**config.mk**
```make
export PLATFORM = sky130hd
export DESIGN_NAME = keypad_matrix_scanner_flat
export DESIGN_NICKNAME = d
export VERILOG_FILES = /design/src/rtl/keypad_matrix_scanner_if.sv /design/src/rtl/keypad_matrix_scanner.sv /design/src/flat_wrapper.sv
export SDC_FILE = /design/constraint.sdc
export NUM_CORES = 1
export LEC_CHECK = 0
export ABC_CLOCK_PERIOD_IN_PS = 7800
export BUFFER_PORTS_ARGS = -buffer_cell sky130_fd_sc_hd__buf_2
export CORE_ASPECT_RATIO = 1.75
export CORE_MARGIN = 2
export CORE_UTILIZATION = 33
export CTS_BUF_LIST = sky130_fd_sc_hd__clkbuf_4
export CTS_CLUSTER_DIAMETER = 150
export DETAILED_ROUTE_END_ITERATION = 6
export PLACE_DENSITY = 0.54
export SLEW_MARGIN = 5
export SYNTH_ARGS = -nofsm -noshare
export SYNTH_HDL_FRONTEND = slang
export SYNTH_SLANG_ARGS = --single-unit
```
**constraint.sdc**
```tcl
create_clock -name clock -period 7.8 [get_ports clock]
set_input_delay 0.39 -clock clock [delete_from_list [all_inputs] [get_ports clock]]
set_output_delay 0.39 -clock clock [all_outputs]
set_load 0.1 [all_outputs]
```
**src/rtl/keypad_matrix_scanner_if.sv**
```systemverilog
// ---------------------------------------------------------------------------
// keypad_matrix_scanner_if
//   Key-press event channel between the keypad scanner (master) and whatever
//   consumes key codes (slave: UI FSM, FIFO, ...). An event moves across the
//   channel in every cycle where keyValid && keyReady.
//
//   Signals
//     keyValid  master -> slave  a key-press event is waiting
//     keyCode   master -> slave  code of that event (row*NUM_COLS + col)
//     keyReady  slave  -> master consumer takes the event this cycle
//
//   KEY_W must match the scanner's key code width,
//   max(1, $clog2(NUM_ROWS*NUM_COLS)).
// ---------------------------------------------------------------------------
interface keypad_matrix_scanner_if #(
    parameter int KEY_W = 4
) ();

    logic             keyValid;
    logic             keyReady;
    logic [KEY_W-1:0] keyCode;

    modport master (
        output keyValid,
        output keyCode,
        input  keyReady
    );

    modport slave (
        input  keyValid,
        input  keyCode,
        output keyReady
    );

endinterface

```
**src/rtl/keypad_matrix_scanner.sv**
```systemverilog
// ---------------------------------------------------------------------------
// keypad_matrix_scanner
//   Row/column keypad scanner. One column is driven high at a time. The
//   pull-down row inputs are sampled at the end of each column dwell. Each full
//   scan is reduced to NONE / KEY(code) / MULTI. That result is debounced over
//   consecutive scans, and each debounced single-key press produces one event
//   on a valid/ready channel.
//
//   Parameters
//     NUM_ROWS        row inputs (>=1)
//     NUM_COLS        column outputs (>=2)
//     SCAN_DIV        clock cycles each column is driven (>=2)
//     DEBOUNCE_SCANS  identical consecutive scan results needed to accept a change (>=1)
//
//   Ports
//     clock         system clock, everything on posedge
//     reset         synchronous, active-high; clears all state
//     activeRow     row levels, 1 = row connected to the driven column
//     activeColumn  one-hot column drive
//     keyPressed    debounced: exactly one key held
//     multiKey      debounced: two or more keys held
//     overflow      one-cycle pulse: a new event was dropped because the
//                   previous one was still pending
//     evt           event channel (keyValid / keyReady / keyCode), master side
//
//   activeRow is sampled directly. If the pins are asynchronous to clock, they
//   must be synchronised before they reach this block.
// ---------------------------------------------------------------------------
module keypad_matrix_scanner #(
    parameter int NUM_ROWS       = 4,
    parameter int NUM_COLS       = 3,
    parameter int SCAN_DIV       = 1000,
    parameter int DEBOUNCE_SCANS = 4
) (
    input  logic                    clock,
    input  logic                    reset,
    input  logic [NUM_ROWS-1:0]     activeRow,
    output logic [NUM_COLS-1:0]     activeColumn,
    output logic                    keyPressed,
    output logic                    multiKey,
    output logic                    overflow,
    keypad_matrix_scanner_if.master evt
);

    localparam int KEY_W_RAW = $clog2(NUM_ROWS * NUM_COLS);
    localparam int KEY_W     = (KEY_W_RAW < 1) ? 1 : KEY_W_RAW;
    localparam int ROW_W_RAW = $clog2(NUM_ROWS);
    localparam int ROW_W     = (ROW_W_RAW < 1) ? 1 : ROW_W_RAW;
    localparam int COL_W     = $clog2(NUM_COLS);
    localparam int DIV_W     = $clog2(SCAN_DIV);
    localparam int CNT_W     = $clog2(DEBOUNCE_SCANS + 1);

    typedef enum logic [1:0] {
        RES_NONE  = 2'd0,
        RES_KEY   = 2'd1,
        RES_MULTI = 2'd2
    } res_t;

    typedef enum logic [1:0] {
        ST_IDLE    = 2'd0,
        ST_PRESSED = 2'd1,
        ST_BLOCKED = 2'd2
    } state_t;

    // ---------------------------------------------------------------------
    // Registers
    // ---------------------------------------------------------------------
    logic [DIV_W-1:0]    r_dwell;
    logic [COL_W-1:0]    r_col;
    logic [NUM_COLS-1:0] r_col_oh;
    logic [1:0]          r_hits;        // hits so far in this scan, saturates at 2
    logic [KEY_W-1:0]    r_first_code;  // code of the first hit in this scan

    res_t                r_cand_kind;
    logic [KEY_W-1:0]    r_cand_code;
    logic [CNT_W-1:0]    r_cnt;

    state_t              r_state;
    logic [KEY_W-1:0]    r_cur_code;

    logic                r_key_valid;
    logic [KEY_W-1:0]    r_key_code;
    logic                r_ovf;

    // ---------------------------------------------------------------------
    // Wires
    // ---------------------------------------------------------------------
    logic                w_sample;
    logic                w_last;
    logic [1:0]          w_col_hits;
    logic [ROW_W-1:0]    w_col_row;
    logic [KEY_W-1:0]    w_hit_code;
    logic [2:0]          w_sum;
    logic [1:0]          w_tot;
    logic [KEY_W-1:0]    w_first;
    res_t                w_res_kind;
    logic [KEY_W-1:0]    w_res_code;
    logic                w_same;
    logic                w_accept;
    state_t              w_state_nxt;
    logic [KEY_W-1:0]    w_cur_nxt;
    logic                w_emit;
    logic                w_xfer;

    // ---------------------------------------------------------------------
    // Column scan timing
    // ---------------------------------------------------------------------
    assign w_sample = (r_dwell == DIV_W'(SCAN_DIV - 1));
    assign w_last   = w_sample && (r_col == COL_W'(NUM_COLS - 1));

    // Reduce the rows seen on the driven column to a saturating hit count
    // and the lowest row index that is high.
    always_comb begin
        w_col_hits = 2'd0;
        w_col_row  = '0;
        for (int r = 0; r < NUM_ROWS; r++) begin
            if (activeRow[r]) begin
                if (w_col_hits == 2'd0) begin
                    w_col_row = ROW_W'(r);
                end
                if (w_col_hits != 2'd2) begin
                    w_col_hits = w_col_hits + 2'd1;
                end
            end
        end
    end

    assign w_hit_code = KEY_W'(int'(w_col_row) * NUM_COLS + int'(r_col));

    // Fold this column into the per-scan accumulators.
    assign w_sum   = {1'b0, r_hits} + {1'b0, w_col_hits};
    assign w_tot   = (w_sum >= 3'd2) ? 2'd2 : w_sum[1:0];
    assign w_first = (r_hits == 2'd0) ? w_hit_code : r_first_code;

    // Scan result. It is meaningful only when w_last is high. The code is
    // forced to 0 for NONE and MULTI so that a plain equality compare works
    // for debouncing.
    always_comb begin
        w_res_kind = RES_NONE;
        w_res_code = '0;
        if (w_tot == 2'd1) begin
            w_res_kind = RES_KEY;
            w_res_code = w_first;
        end else if (w_tot == 2'd2) begin
            w_res_kind = RES_MULTI;
        end
    end

    always_ff @(posedge clock) begin
        if (reset) begin
            r_dwell      <= '0;
            r_col        <= '0;
            r_col_oh     <= NUM_COLS'(1);
            r_hits       <= 2'd0;
            r_first_code <= '0;
        end else if (w_sample) begin
            r_dwell  <= '0;
            r_col_oh <= {r_col_oh[NUM_COLS-2:0], r_col_oh[NUM_COLS-1]};
            if (w_last) begin
                r_col        <= '0;
                r_hits       <= 2'd0;
                r_first_code <= '0;
            end else begin
                r_col        <= r_col + COL_W'(1);
                r_hits       <= w_tot;
                r_first_code <= w_first;
            end
        end else begin
            r_dwell <= r_dwell + DIV_W'(1);
        end
    end

    // ---------------------------------------------------------------------
    // Debounce: count consecutive identical scan results
    // ---------------------------------------------------------------------
    // Acceptance fires only on the scan where the count reaches
    // DEBOUNCE_SCANS. A saturated count stays there and does not re-accept.
    // With DEBOUNCE_SCANS == 1, every change of result is accepted at once.
    assign w_same   = (w_res_kind == r_cand_kind) && (w_res_code == r_cand_code);
    assign w_accept = w_last &&
                      (w_same ? (r_cnt == CNT_W'(DEBOUNCE_SCANS - 1))
                              : (DEBOUNCE_SCANS == 1));

    always_ff @(posedge clock) begin
        if (reset) begin
            r_cand_kind <= RES_NONE;
            r_cand_code <= '0;
            r_cnt       <= '0;
        end else if (w_last) begin
            if (w_same) begin
                if (r_cnt != CNT_W'(DEBOUNCE_SCANS)) begin
                    r_cnt <= r_cnt + CNT_W'(1);
                end
            end else begin
                r_cand_kind <= w_res_kind;
                r_cand_code <= w_res_code;
                r_cnt       <= CNT_W'(1);
            end
        end
    end

    // ---------------------------------------------------------------------
    // Debounced key state
    // ---------------------------------------------------------------------
    always_ff @(posedge clock) begin
        if (reset) begin
            r_state    <= ST_IDLE;
            r_cur_code <= '0;
        end else begin
            r_state    <= w_state_nxt;
            r_cur_code <= w_cur_nxt;
        end
    end

    always_comb begin
        w_state_nxt = r_state;
        w_cur_nxt   = r_cur_code;
        w_emit      = 1'b0;
        if (w_accept) begin
            case (r_state)
                ST_IDLE: begin
                    if (w_res_kind == RES_KEY) begin
                        w_state_nxt = ST_PRESSED;
                        w_cur_nxt   = w_res_code;
                        w_emit      = 1'b1;
                    end else if (w_res_kind == RES_MULTI) begin
                        w_state_nxt = ST_BLOCKED;
                    end
                end
                ST_PRESSED: begin
                    if (w_res_kind == RES_NONE) begin
                        w_state_nxt = ST_IDLE;
                    end else if (w_res_kind == RES_MULTI) begin
                        w_state_nxt = ST_BLOCKED;
                    end else if (w_res_code != r_cur_code) begin
                        // Rolled directly from one key to another.
                        w_cur_nxt = w_res_code;
                        w_emit    = 1'b1;
                    end
                end
                ST_BLOCKED: begin
                    // Stay blocked until a full release. Single keys seen
                    // while leaving a chord produce no event.
                    if (w_res_kind == RES_NONE) begin
                        w_state_nxt = ST_IDLE;
                    end
                end
                default: begin
                    w_state_nxt = ST_IDLE;
                end
            endcase
        end
    end

    // ---------------------------------------------------------------------
    // One-entry event register
    // ---------------------------------------------------------------------
    assign w_xfer = r_key_valid && evt.keyReady;

    always_ff @(posedge clock) begin
        if (reset) begin
            r_key_valid <= 1'b0;
            r_key_code  <= '0;
            r_ovf       <= 1'b0;
        end else begin
            r_ovf <= 1'b0;
            if (w_emit) begin
                // The slot is free, or it is being emptied this same cycle.
                if (!r_key_valid || w_xfer) begin
                    r_key_valid <= 1'b1;
                    r_key_code  <= w_res_code;
                end else begin
                    r_ovf <= 1'b1;
                end
            end else if (w_xfer) begin
                r_key_valid <= 1'b0;
            end
        end
    end

    assign activeColumn = r_col_oh;
    assign keyPressed   = (r_state == ST_PRESSED);
    assign multiKey     = (r_state == ST_BLOCKED);
    assign overflow     = r_ovf;
    assign evt.keyValid = r_key_valid;
    assign evt.keyCode  = r_key_code;

endmodule

```
**src/flat_wrapper.sv**
```systemverilog
// flat-port wrapper written by rule: the top's interface ports become plain ports
module keypad_matrix_scanner_flat 
#(
    parameter int NUM_ROWS       = 4,
    parameter int NUM_COLS       = 3,
    parameter int SCAN_DIV       = 1000,
    parameter int DEBOUNCE_SCANS = 4
)
  (clock, reset, activeRow, activeColumn, keyPressed, multiKey, overflow, evt_keyValid, evt_keyCode, evt_keyReady);
  keypad_matrix_scanner_if #(.KEY_W(4)) evt_i ();
  input  logic clock;
  input  logic reset;
  input  logic [NUM_ROWS-1:0] activeRow;
  output logic [NUM_COLS-1:0] activeColumn;
  output logic keyPressed;
  output logic multiKey;
  output logic overflow;
  output wire logic [$bits(evt_i.keyValid)-1:0] evt_keyValid;
  output wire logic [$bits(evt_i.keyCode)-1:0] evt_keyCode;
  input wire logic [$bits(evt_i.keyReady)-1:0] evt_keyReady;
  assign evt_keyValid = evt_i.keyValid;
  assign evt_keyCode = evt_i.keyCode;
  assign evt_i.keyReady = evt_keyReady;
  keypad_matrix_scanner #(.NUM_ROWS(NUM_ROWS), .NUM_COLS(NUM_COLS), .SCAN_DIV(SCAN_DIV), .DEBOUNCE_SCANS(DEBOUNCE_SCANS)) u_core (.clock(clock), .reset(reset), .activeRow(activeRow), .activeColumn(activeColumn), .keyPressed(keyPressed), .multiKey(multiKey), .overflow(overflow), .evt(evt_i));
endmodule
```
# [Word-level counts from Yosys, hierarchy flattened]
# Cells that the tools add are included.
[totals] register_bits=42 elab_cells=114
[op_classes] add_sub_neg=8 multipliers=1 n_lt_le_gt_ge=1 n_eq_ne=23 mux=44 n_bitwise=2 reduce_logical=22
[op_table] cell="two-way mux 2 bit" n=20
[op_table] cell="two-way mux 4 bit" n=7
[op_table] cell="zero test 2 bit" n=6
[op_table] cell="two-way mux 1 bit" n=12
[op_table] cell="!= test 2 bit (second input constant)" n=6
[op_table] cell="adder 10 x 1 -> 10 bit (second input constant)" n=1
[op_table] cell="equality test 10 bit (second input constant)" n=1
[op_table] cell="AND reduction 2 bit" n=5
[op_table] cell="equality test 2 bit (second input constant)" n=4
[op_table] cell="case mux 4 bit (2 select lines)" n=1
[op_table] cell="adder 2 x 1 -> 2 bit (second input constant)" n=3
[op_table] cell="equality test 2 x 1 -> 1 bit (second input constant)" n=3
[op_table] cell="two-way mux 3 bit" n=2
[op_table] cell="!= test 2 x 1 -> 1 bit (second input constant)" n=3
[op_table] cell="case mux 2 bit (3 select lines)" n=1
[op_table] cell="AND reduction 6 bit" n=1
[op_table] cell="adder 4 x 3 -> 4 bit" n=1
[op_table] cell="equality test 4 bit" n=1
[op_table] cell="logical AND 1 bit" n=4
[op_table] cell="multiplier 2 x 2 -> 4 bit (second input constant)" n=1
[op_table] cell="!= test 4 bit" n=1
[op_table] cell="nonzero test 2 bit" n=2
[op_table] cell="OR reduction 2 bit" n=2
[op_table] cell="adder 2 x 2 -> 3 bit" n=1
[op_table] cell="11 further kinds" n=12

# [Depth between registers and ports, before layout]
[depth] word_depth=23 ltp_mapped=22

# [Least setup slack after synthesis]
# OpenSTA, ideal clock, no wires.
[synth_timing] path_type="input-to-reg" from="input activeRow[0]" to="register u_core.r_state[1]" arrival_ps=3759 required_time_ps=7680 slack_ps=3921 stages=17 cell_sequence="inv_1 -> ha_1 -> mux2i_1 -> ha_1 -> nand2_1 -> nand2b_1 -> fa_1 -> ha_1 -> inv_1 -> fa_1 -> or4b_4 -> nand3_2 -> nand3b_2 -> nor4_2 -> buf_4 -> a21boi_1 -> o31a_1"
[synth_via] elab_chain_cells=21 elab_cells_between_ends=47
[synth_rtl] element="start, declared" line="flat_wrapper.sv:13" rtl="input logic [NUM_ROWS-1:0] activeRow;"
[synth_rtl] element="two-way mux 1 bit (*)" line="keypad_matrix_scanner.sv:117" rtl="if (activeRow[r]) begin"
[synth_rtl] element="parallel branches: the longest is 20 deep, another holds multiplier 2 x 2 -> 4 bit"
[synth_rtl] element="end signal, assigned" line="keypad_matrix_scanner.sv:210" rtl="r_state <= w_state_nxt;"
[synth_rtl] element="end, declared" line="keypad_matrix_scanner.sv:78" rtl="state_t r_state;"
# Mark *: on every way between the ends.
# A chain may end at the register's enable or synchronous reset.

# [Final worst setup path]
[layout_timing] from="input activeRow[0]" to="register u_core.r_key_code[2], in the netlist u_core.evt.keyCode[2]"
[layout_via] elab_cells_between_ends=49
[layout_rtl] element="two-way mux 1 bit (*)" line="keypad_matrix_scanner.sv:117"
[layout_rtl] element="adder 1 x 1 -> 2 bit / != test 1 x 2 -> 1 bit (equally long branches)" line="keypad_matrix_scanner.sv:122, keypad_matrix_scanner.sv:121"
[layout_rtl] element="two-way mux 2 bit" line="keypad_matrix_scanner.sv:121" rtl="if (w_col_hits != 2'd2) begin"
[layout_rtl] element="two-way mux 2 bit (*)" line="keypad_matrix_scanner.sv:117"
[layout_rtl] element="adder 2 x 1 -> 2 bit / != test 2 bit (equally long branches)" line="keypad_matrix_scanner.sv:122, keypad_matrix_scanner.sv:121"
[layout_rtl] element="two-way mux 2 bit" line="keypad_matrix_scanner.sv:121"
[layout_rtl] element="two-way mux 2 bit (*)" line="keypad_matrix_scanner.sv:117"
[layout_rtl] element="adder 2 x 1 -> 2 bit / != test 2 bit (equally long branches)" line="keypad_matrix_scanner.sv:122, keypad_matrix_scanner.sv:121"
[layout_rtl] element="[... 6 more ...]"
[layout_rtl] element="two-way mux 2 bit (*)" line="keypad_matrix_scanner.sv:141" rtl="if (w_tot == 2'd1) begin"
[layout_rtl] element="named net u_core.w_res_kind[0]" line="keypad_matrix_scanner.sv:96" rtl="res_t w_res_kind;"
[layout_rtl] element="equality test 2 bit, on equally long branches" line="keypad_matrix_scanner.sv:233, keypad_matrix_scanner.sv:179"
[layout_rtl] element="two-way mux 1 bit / logical AND 1 bit (equally long branches)" line="keypad_matrix_scanner.sv:233, keypad_matrix_scanner.sv:179"
[layout_rtl] element="two-way mux 1 bit, on equally long branches" line="keypad_matrix_scanner.sv:231, keypad_matrix_scanner.sv:181"
[layout_rtl] element="case mux 1 bit (2 select lines) / logical AND 1 bit (equally long branches)" line="keypad_matrix_scanner.sv:220, keypad_matrix_scanner.sv:180"
[layout_rtl] element="two-way mux 1 bit (*)" line="keypad_matrix_scanner.sv:219" rtl="if (w_accept) begin"
[layout_rtl] element="AND reduction 2 bit (no source line) (*)"
[layout_rtl] element="end signal, assigned" line="keypad_matrix_scanner.sv:271" rtl="r_key_code <= w_res_code;"
[layout_rtl] element="end, declared" line="keypad_matrix_scanner.sv:82" rtl="logic [KEY_W-1:0] r_key_code;"
# Mark *: on every way through the listed nets, which the timed path passes. The rest lies on a longest branch.

==> metrics.md <==
| Metric | Value |
|---|---|
| Cell accounting for the most synthesized area | `dfxtp_1` |
| Die height | `116 um` |
| Final min period | `4.72 ns` |
| WL per Instance | `14.3 um` |
| Worst clock skew | `roughly 0.013 ns` |
| I/O pins | `18` |
| Power Dens Cells | `142 nW/um^2` |
| Rel. slew slack | `between 20% and 30%` |
| CP arrival | `about 5.0 ns` |
| Cell count after synthesis | `~280` |
| Final Max Slew Viols | `0` |
| Syn Area/Cell | `about 8.5 um^2` |
| Most used cell, CP | `inv_1` |
| EDFF count, synth | `0` |
| Crit path setup slack, layout | `3.08 ns` |
| First-pass GRT wire length | `9250 um` |
| R2R Setup Slk | `3.39 ns` |
| Synthesized cell area | `2350 um^2` |
| P&R area growth vs syn | `8.94%` |
| Initial Util | `34.1%` |
| Clock buffer depth | `2` |
| Static leakage | `1.03 nW` |
| Final Setup Violations | `0` |
| Multi-input logic area | `roughly 1400 um^2` |
| Sequential fraction of the synthesis area | `35.7%` |
| TritonCTS buffer count | `5` |
| Number of I/O port buffers | `17` |
| Least-Margin Pin Slew | `roughly 1.2 ns` |
| Placed inst area | `2520 um^2` |
| Row count | `40` |
| Mapped Nets | `301` |
| Post-DP HPWL | `4050 um` |
| Logic pwr share | `12.9%` |
| CTS tree | `done` |
| Status | `completed` |
| DRC Markers | `0` |
| Register share of total power | `a little under 60%` |
| Final nets | `between 300 and 400` |
| CP endpoint kind | `flop` |
| Sw Ratio | `roughly 28%` |
| DR vias | `~1,900` |
| Slowest library cell on the worst path | `nor4_2` |
| Worst setup path class | `primary input to flop` |
| Initial antenna violation count | `1` |
| Internal power | `0.000262 W` |
| Post-Route Setup TNS | `0 ns` |
| Setup crit start kind | `primary input` |
| VDD IR max | `just over 0.00009 V` |
| Max capacitance violation total | `0` |
| FF+latch area | `841 um^2` |
| CP top delay family | `simple AND/OR/NAND/NOR gates` |
| Clock net sink count | `42` |
| #FFs+latches synth | `42` |
| Core area | `between 6000 and 7000 um^2` |
| Grt total ovfl | `0` |
| Largest net degree at the start of global routing | `24` |
| H-tree levels | `2` |
| Commonest non-fill, non-tap cells in the layout | `50 x nand2_1, 42 x dfxtp_1, 25 x nor2_1` |
| RSZ-0062 raised after global routing | `false` |
| Dominant synthesized flop cell | `dfxtp_1` |
| Sw Pwr | `0.000103 W` |
| Data required time at the worst endpoint | `8.05 ns` |
| Most common cell after layout, fill and taps aside | `nand2_1` |
| Pwr Total | `0.000365 W` |
| Tightest Hold Check Type | `primary input to flop` |
| Root buffer cell | `clkbuf_4` |
| GRT Total Usage | `between 10% and 20%` |
| Final hold slack | `slightly below 0.4 ns` |
| Hold-fix buffers at CTS | `0` |
| Final Instance Area | `2560 um^2` |
| CP Cell Sequence | `buf_2 > inv_1 > ha_1 > mux2i_1 > nand3_1 > o21ai_0 > ha_1 > inv_1 > fa_1 > nand2_1 > inv_1 > nand2_1 > inv_1 > ha_1 > nand2_1 > mux2i_1 > xor2_1 > nor4_2 > o2111ai_2 > mux2i_1` |
| Iter 0 DRT Violations | `47` |
| Detailed-route vias per instance | `5.09` |
| Final WL | `5400 um` |
| Place WS | `2.71 ns` |
| Die Area | `7850 um^2` |
| CP max stage delay | `approximately 1.0 ns` |
| Worst-path clk slew | `0.12 ns` |
| Vias in the first global route | `1,950` |
| RePlAce Congestion | `0.851` |
| Final period util | `60.6%` |
| Post-CTS sizing | `0` |
| Share of cells above drive strength 1 | `around 13%` |
| # fillers | `744` |
| Pre-antenna DRT Iters | `4` |
| Fmax | `about 210 MHz` |
| Buf/Inv on CP | `5` |
| Setup bufs post-CTS | `0` |
| CP Max Fanout | `11` |
| Ys async rst share | `0%` |
| Netlist cell types | `47` |
| Top post-synthesis cells by area | `dfxtp_1 36%, ha_1 8.0%, nand2_1 8.0%` |
| Fin. Hold Viols | `0` |
| Final ANT Viol Nets | `0` |
| Post-synth top area share | `between 30% and 40%` |
| Clock latency on the worst-skew pair | `0.37 ns` |
| Die X | `between 60 and 70 um` |
| Clk pwr share | `between 20% and 30%` |
| Warnings from Yosys | `0` |
[power groups by stage]
| stage | clock, W | sequential, W | combinational [W] |
|---|---|---|---|
| 4_1_cts | 0.000105 | 0.000217 | 0.0000477 |
| 3_3_place_gp | 0 | 0.000222 | 0.0000460 |
| 5_1_grt | 0.000111 | 0.000218 | 0.0000540 |
| 6_report | 0.000101 | 0.000217 | 0.0000471 |
| 3_5_place_dp | 0 | 0.000222 | 0.0000470 |
| 2_1_floorplan | 0 | 0.000222 | 0.0000369 |
[final cells by class]
cell class / count / share of cell area (%)
clock inverters: 1 / 0.146
diodes: 1 / 0.0977
multi-input cells: 213 / 55.6
flip-flops and latches: 42 / 32.8
repair buffers: 18 / 3.61
inverters: 15 / 2.20
well taps: 84 / 4.10
clock buffers: 5 / 1.46
[tightest hold or removal path: stages]
cell,delay [ns]
buf_2,0.07
nand2b_1,0.18
nor4_1,0.08
[final timing paths]
kind / startpoint / end / depth (start not counted)
max: activeRow[0] / u_core.evt.keyCode[2]$_SDFFE_PP0P_ / 20
min: evt_keyReady / u_core.overflow$_SDFF_PP0_ / 3
max reg2reg: u_core.r_hits[0]$_SDFFE_PP0N_ / u_core.evt.keyCode[2]$_SDFFE_PP0P_ / 14
min reg2reg: u_core.evt.keyCode[2]$_SDFFE_PP0P_ / u_core.evt.keyCode[2]$_SDFFE_PP0P_ / 2
[metrics by stage]
stage / std cells / util, %
3_3_place_gp: 372 / 36.5
6_report: 379 / 37.1
2_1_floorplan: 276 / -
3_5_place_dp: 372 / 36.5
4_1_cts: 378 / 37.1
5_1_grt: 379 / 37.1
[metal layers]
| layer | vias to the layer above | part of all wire (%) | track usage (%) | wire (um) |
|---|---|---|---|---|
| li1 | 973 | - | - | - |
| met1 | 912 | 41 | 17.5 | 2220 |
| met2 | 34 | 53 | 28.0 | 2890 |
| met3 | 10 | 2.5 | 2.43 | 134 |
| met4 | 0 | 3.0 | 7.87 | 163 |
| met5 | - | 0 | 0 | 0 |
[registers in the layout (all words and copies together), names as in the netlist]
name / count
u_core.r_dwell: 10
u_core.r_first_code: 4
u_core.r_cand_code: 4
u_core.r_col: 2
u_core.r_cur_code: 4
u_core.r_hits: 2
u_core.r_cnt: 3
u_core.r_cand_kind: 2
u_core.overflow: 1
u_core.r_state: 2
u_core.evt.keyValid: 1
u_core.activeColumn: 3
u_core.evt.keyCode: 4
[kinds of logic after synthesis]
logic type / Yosys count / share of synthesized area [%]
AND/OR/NAND/NOR: 125 / 26.8
buffers and inverters: 21 / 3.72
XOR/XNOR: 17 / 6.33
multiplexers: 11 / 4.68
flip-flops: 42 / 35.7
adder cells (fa/ha/maj): 18 / 10.5
AO/OA/AOI/OAI: 42 / 12.2
[synthesized netlist by cell type, drive strengths merged, types with 4 or more instances]
| master | count |
|---|---|
| a21oi | 22 |
| and3 | 5 |
| clkbuf | 4 |
| dfxtp | 42 |
| ha | 15 |
| inv | 14 |
| mux2i | 11 |
| nand2 | 51 |
| nand2b | 4 |
| nand3 | 15 |
| nor2 | 27 |
| nor2b | 4 |
| nor4 | 4 |
| o21ai | 9 |
| xnor2 | 8 |
| xor2 | 9 |
Note: power is estimated with default switching activity, not from simulation.
